<file path="config.mk">
export PLATFORM = sky130hd
export DESIGN_NAME = noc_output_arbiter
export DESIGN_NICKNAME = d
export VERILOG_FILES = /design/src/rtl/noc_output_arbiter.sv
export SDC_FILE = /design/constraint.sdc
export NUM_CORES = 1
export LEC_CHECK = 0
export ABC_AREA = 1
export CORE_MARGIN = 2
export CORE_UTILIZATION = 30
export CTS_CLUSTER_DIAMETER = 150
export DETAILED_ROUTE_END_ITERATION = 12
export PLACE_DENSITY = 0.59
export SLEW_MARGIN = 10
export SYNTH_ARGS = -nofsm -noshare
export SYNTH_HDL_FRONTEND = slang
export SYNTH_SLANG_ARGS = --single-unit
</file>
<file path="constraint.sdc">
create_clock -name clk -period 10.3 [get_ports clk]
set_input_delay 2.06 -clock clk [delete_from_list [all_inputs] [get_ports clk]]
set_output_delay 2.06 -clock clk [all_outputs]
set_load 0.05 [all_outputs]
</file>
<file path="src/rtl/noc_output_arbiter.sv">
// Output-port arbiter: round-robin grant among HEADER-eligible inputs, wormhole lock until TAIL, credit gating.
// Zero-latency grant/sel/valid_out (combinational pop); lock, owner and credit state registered.
module noc_output_arbiter #(
  parameter int          CREDITS = 4,
  parameter int          CW      = 3,
  parameter logic [2:0]  HEADER  = 3'b001,
  parameter logic [2:0]  PAYLOAD = 3'b010,
  parameter logic [2:0]  TAIL    = 3'b100
) (
  input  logic          clk,
  input  logic          rst,
  input  logic [4:0]    req,
  input  logic [14:0]   flit_id_in,
  input  logic          credit_in,
  output logic [4:0]    grant,
  output logic          valid_out,
  output logic [2:0]    sel,
  output logic          locked,
  output logic [2:0]    owner,
  output logic [CW-1:0] credits,
  output logic          credit_err
);

  localparam logic [CW-1:0] CRED_MAX = CW'(CREDITS);

  typedef enum logic {IDLE, LOCKED} state_t;

  state_t        state_q, state_d;
  logic [2:0]    owner_q, owner_d;
  logic [2:0]    last_q, last_d;
  logic [CW-1:0] credits_q;
  logic          credit_err_q;

  logic [2:0] fid [5];
  logic [4:0] elig;
  logic [4:0] grant_c;
  logic [2:0] sel_c;
  logic [2:0] cand;
  logic [3:0] sum;
  logic       found;
  logic       send;

  always_comb begin
    for (int i = 0; i < 5; i++) begin
      fid[i]  = flit_id_in[3*i +: 3];
      elig[i] = req[i] && (fid[i] == HEADER);
    end
  end

  always_comb begin
    state_d = state_q;
    owner_d = owner_q;
    last_d  = last_q;
    grant_c = '0;
    sel_c   = '0;
    cand    = '0;
    sum     = '0;
    found   = 1'b0;
    case (state_q)
      IDLE: begin
        if (credits_q != '0) begin
          // Search starts one past the last owner so the previous winner goes last.
          for (int k = 1; k <= 5; k++) begin
            sum  = {1'b0, last_q} + 4'(k);
            cand = (sum >= 4'd5) ? 3'(sum - 4'd5) : sum[2:0];
            if (!found && elig[cand]) begin
              found   = 1'b1;
              sel_c   = cand;
              grant_c = 5'b00001 << cand;
            end
          end
          if (found) begin
            state_d = LOCKED;
            owner_d = sel_c;
          end
        end
      end
      LOCKED: begin
        if (req[owner_q] && (credits_q != '0) &&
            (fid[owner_q] == PAYLOAD || fid[owner_q] == TAIL)) begin
          grant_c = 5'b00001 << owner_q;
          sel_c   = owner_q;
          if (fid[owner_q] == TAIL) begin
            state_d = IDLE;
            last_d  = owner_q;
            owner_d = '0;
          end
        end
      end
      default: state_d = IDLE;
    endcase
    if (rst) begin
      grant_c = '0;
      sel_c   = '0;
    end
  end

  assign send = |grant_c;

  always_ff @(posedge clk) begin
    if (rst) begin
      state_q      <= IDLE;
      owner_q      <= '0;
      last_q       <= 3'd4;
      credits_q    <= CRED_MAX;
      credit_err_q <= 1'b0;
    end else begin
      state_q <= state_d;
      owner_q <= owner_d;
      last_q  <= last_d;
      case ({send, credit_in})
        2'b10: credits_q <= credits_q - 1'b1;
        2'b01: begin
          if (credits_q == CRED_MAX) credit_err_q <= 1'b1;
          else                       credits_q    <= credits_q + 1'b1;
        end
        default: ;
      endcase
    end
  end

  assign grant      = grant_c;
  assign valid_out  = send;
  assign sel        = sel_c;
  assign locked     = (state_q == LOCKED);
  assign owner      = owner_q;
  assign credits    = credits_q;
  assign credit_err = credit_err_q;

endmodule

</file>
# Word level (Yosys, flattened, before mapping)
# Cells that the tools add are included.
# totals
inputBits	23
register_bits	11
elab_cells	140
# classes
reduce_logical	23
n_shift	6
bitwise	2
addsub	12
muxes	65
order_cmp	12
eq_ne	15
# ops
operator	n
3-bit two-way mux	20
5-bit two-way mux	8
1-bit by 3-bit << shifter with 5-bit output (first input constant)	6
1-bit two-way mux	25
3-bit by 4-bit less-than comparator with 1-bit output (second input constant)	6
4-bit by 3-bit >= comparator with 1-bit output (second input constant)	5
1-bit binary-select mux with 3-bit select	6
3-bit one-hot mux with 2 select lines	3
3-bit by 1-bit equality test with 1-bit output (second input constant)	5
3-bit subtractor (second input constant)	5
1-bit logical AND	11
5-bit one-hot mux with 2 select lines	1
3-bit binary-select mux with 3-bit select	1
3-bit by 2-bit adder with 4-bit output (second input constant)	2
3-bit by 3-bit adder with 4-bit output (second input constant)	2
3-bit equality test (second input constant)	2
2-bit inequality test (second input constant)	3
5-bit OR reduction	1
3-bit by 1-bit adder with 4-bit output (second input constant)	1
4-bit >= comparator (second input constant)	1
1-bit logical NOT	4
2-bit by 1-bit inequality test with 1-bit output (second input constant)	2
3-bit NOT with 4-bit output	1
2-bit AND reduction	2
other kinds (12)	12

# Longest topological paths before layout
# logic_depth
ltp_word	33
depth_mapped	34
depth_no_buf	34

# Worst setup path after synthesis
# No wires, ideal clock.
# synth_timing
path_type	input-to-output
startpoint	input port flit_id_in[13]
endpoint	output port sel[0]
arrival_time_ps	4139
t_required_ps	8240
slack_ps	4101
path_stages	11
path_cell_list	nor4_2 -> nand3_1 -> nand2_1 -> nand2_2 -> inv_2 -> nand3_2 -> o22ai_1 -> a21oi_1 -> o211ai_1 -> o2111ai_1 -> a21oi_1
# synth_via
elab_chain_len	28
# synth_rtl
item	line_no	text
start: declaration	13	input logic [14:0] flit_id_in,
3-bit by 1-bit equality test with 1-bit output	46	elig[i] = req[i] && (fid[i] == HEADER);
1-bit logical AND	46	
1-bit binary-select mux with 3-bit select	66	if (!found && elig[cand]) begin
1-bit two-way mux (implied by the code)	66	
1-bit two-way mux	66	
1-bit two-way mux	61	if (credits_q != '0) begin
1-bit two-way mux	59	case (state_q)
1-bit logical NOT	66	
[... 12 more ...]	-	
1-bit two-way mux	61	
1-bit two-way mux	59	
1-bit logical NOT	66	
1-bit logical AND	66	
3-bit two-way mux	66	
3-bit two-way mux	61	
3-bit one-hot mux with 2 select lines (*)	59	
3-bit two-way mux (*)	92	if (rst) begin
end: declaration	17	output logic [2:0] sel,
# Mark *: on every way between the ends. The rest lies on a longest branch, timed or not. The select of a mux whose other input is x is not followed.

# Worst setup path after layout
# layout_timing
startpoint	input port flit_id_in[13]
endpoint	output port sel[1]
# The elaborated chain is that of the path after synthesis.

==> impl_results.md <==
- Run status: complete, no violations
- Vias: 2674
- Met2 usage in global routing: 0.3082
- RSZ-0062 raised after global routing: no
- Row cnt: 31
- Placed Area: 2764 µm²
- CTS tree: yes
- Max stage delay on crit path: 830 ps
- Setup crit end kind: output pin
- Skew final: 0.8257 ps
- Final Max Tran Viols: 0
- Diodes inserted: 0
- Post-synthesis compound-gate area fraction: 0.1616
- Clock Sinks: 11
- Worst path top cell family by delay: buffers and inverters
- Setup Slack @ Placement: 2879 ps
- Routability Congestion: 0.9014
- Post-CTS Setup Repair Bufs: 0
- WL final: 6946 µm
- Post-layout util: 0.3832
- Chip Width: 91.56 µm
- Minimum clock period after layout: 7429 ps
- CP Launch Type: input pin
- Starting density of the core: 0.3137
- Most Crowded Layer GR: met2
- EDFF count, synth: 0
- Adder-Cell Fraction of Synth Area: 0.07726
- Period Utilization, post-route: 0.7213
- H-tree levels: 1
- Share of post-route cells with drive strength above 1: 0.1210
- Peak supply drop: 0.0001610 V
- Ys async rst share: 0
- Synthesized area: 2300 µm²
- Yosys reg bits: 11
- Mean Syn Cell Area: 5.721 µm²
- Synthesized Nets: 438
- Hold Path Class: register to register
- First-pass iteration count of the detailed router: 4
- Antenna Nets Post-Route: 0
- Synth Area in Simple Gates: 0.5239
- Area leader, netlist: nand2_1
- Global routing met3 resource utilization: 0.009129
- Sequential area share after synthesis: 0.09576
- Synth Warn #: 0
- Final worst slack: 2871 ps
- Crit path DAT: 5370 ps
- Max-cap viol count: 0
- Via density per instance: 4.980
- Worst slew pin tran: 785.7 ps
- Design area: 2809 µm²
- Multiplexer share of the synthesized area: 0
- Post-synthesis xor/xnor area fraction: 0.01469
- Routed len/inst: 12.93 µm
- Post-route DRC: 0
- Number of global-route vias before repair: 2581
- Largest family of logic cells by synthesized area: simple AND/OR/NAND/NOR gates
- Antenna violations before repair: 0
- Iteration-0 DRC Markers: 154
- Area growth syn-to-layout: 22.14%
- Achievable Freq: 0.1346 GHz
- Num CTS Buffers: 3
- Distinct cells, synth: 41
- I/O pin total: 40
- Req. time, crit path: 8240 ps
- Hold buffers post-CTS: 0
- Post-DP HPWL: 5796 µm
- Share of the synthesized area in the top cell type: 0.2073
- Die ar.: 8382 µm²
- Largest net degree at the start of global routing: 17
- Buffers on Ports: 39
- Power, Total: 815.0 µW
- Root buf cell: clkbuf_8
- First-pass GRT wire length: 11930 µm
- Synth Instances: 402
- Final setup TNS: 0 ps
- Congestion Overflow GR: 0
- Leakage: 0.001321 µW
- Crit path kind: input pin to output pin
- Final Setup Violations: 0
- Hold Fails Final Rpt: 0
- Overall routing resource usage: 0.1690
- Crit-path slowest cell: clkdlybuf4s50_1
- Core ar.: 7331 µm²
- Worst path bufs/invs: 3
- Clock transition at path regs: 50 ps
- Slew headroom: 0.4755
- Longest Clk Path Bufs: 2
- Die extent in y: 91.56 µm
- Post-cts sizing count: 0
- Crit-path cells: clkdlybuf4s50_1 > nor4_2 > nand3_1 > nand2_1 > nand2_2 > inv_2 > nand3_2 > o22ai_1 > a21oi_1 > o211ai_1 > o2111ai_1 > a21oi_1 > clkdlybuf4s50_1
- Critical Path Fanout Max: 8
- Nets: 475
- Power Density: 290.1 nW/µm²
- Synth Flop Type: dfxtp_1
- Met1 usage: 0.2190
- Synth area leaders: nand2_1, dfxtp_1, nand3_1, inv_1, ha_1
- Clock Latency Late Sink: 230 ps
## kinds of logic (layout without fill, tap and decap cells)
group                      count (synthesis)  in the layout
and+or+nand+nor                          246            246
buffers and inverters                     70            106
AOI/OAI and AO/OA                         59             59
adders and majority gates                 13             13
DFF                                       11             11
xor gates and xnor gates                   3              3
## layer usage
| metal | up-vias | part of all wire | wire, µm |
|---|---|---|---|
| met5 | - | 0 | 0 |
| met4 | 0 | 0.014 | 99 |
| met3 | 9 | 0.034 | 236 |
| met2 | 78 | 0.49 | 3400 |
| met1 | 1182 | 0.46 | 3210 |
| li1 | 1405 | - | - |
## report_power, final
group / switching, µW / internal, µW / total, µW
combinational: 464 / 230 / 695
sequential: 23.1 / 55.4 / 78.5
clock: 14.9 / 27.1 / 41.9
## worst register-to-register path: cells and delay by family, from the launching register on
kind	cells	cell delay (ps)
and+or+nand+nor	22	2140
adders and majority gates	3	930
DFF	1	820
buffers and inverters	6	710
AOI/OAI and AO/OA	1	160
## flip-flops by register name, summed over array words and instances, names as in the netlist
name,count
owner,3
locked,1
credit_err,1
last_q,3
credits,3
## cells in the final DEF (no fill, tap or decap), drive strengths merged, types with 4 or more instances in the layout
master         instances
nand2                146
o21ai                 19
clkdlybuf4s50         39
ha                    11
nor2                  25
nand3                 49
dfxtp                 11
o211ai                 7
nand4                 19
inv                   61
clkbuf                 4
nor3                   5
o2111ai                4
a21oi                 20
## cell usage after synthesis, drive strengths merged (2+ instances only)
| library cell | instances |
|---|---|
| dfxtp | 11 |
| a21oi | 20 |
| o21ai | 19 |
| nand4 | 19 |
| fa | 2 |
| nand3 | 49 |
| buf | 4 |
| nand2 | 146 |
| ha | 11 |
| nor2 | 25 |
| xnor2 | 2 |
| a22oi | 2 |
| o211ai | 7 |
| clkbuf | 3 |
| inv | 61 |
| nor3 | 5 |
| o2111ai | 4 |
| clkinv | 2 |
| o22ai | 2 |
## path summary, 6_finish.rpt
path,start,endpoint,slack [ps],cells after the start
setup / recovery,flit_id_in[13],sel[1],2870,13
hold / removal,credit_err,credit_err,450,2
setup reg to reg,last_q[0],credits[2],5430,32
hold reg to reg,credit_err,credit_err,450,2
## stage by stage
| stage | hold slack, ps | cells |
|---|---|---|
| floorplan | 623.8 | 402 |
| global placement | 439.7 | 533 |
| detailed placement | 446.0 | 533 |
| CTS | 449.9 | 537 |
| global route | 489.2 | 537 |
| finish | 449.6 | 537 |
## cell type report
cell class | instances | area (µm²)
Clock buffer | 4 | 45.04
Fill cell | 794 | 4522
Inverter | 63 | 241.5
Multi-Input combinational cell | 321 | 1788
Sequential cell | 11 | 220.2
Tap cell | 99 | 123.9
Timing Repair Buffer | 39 | 390.4
No activity file was read; power rests on OpenSTA's default activity.
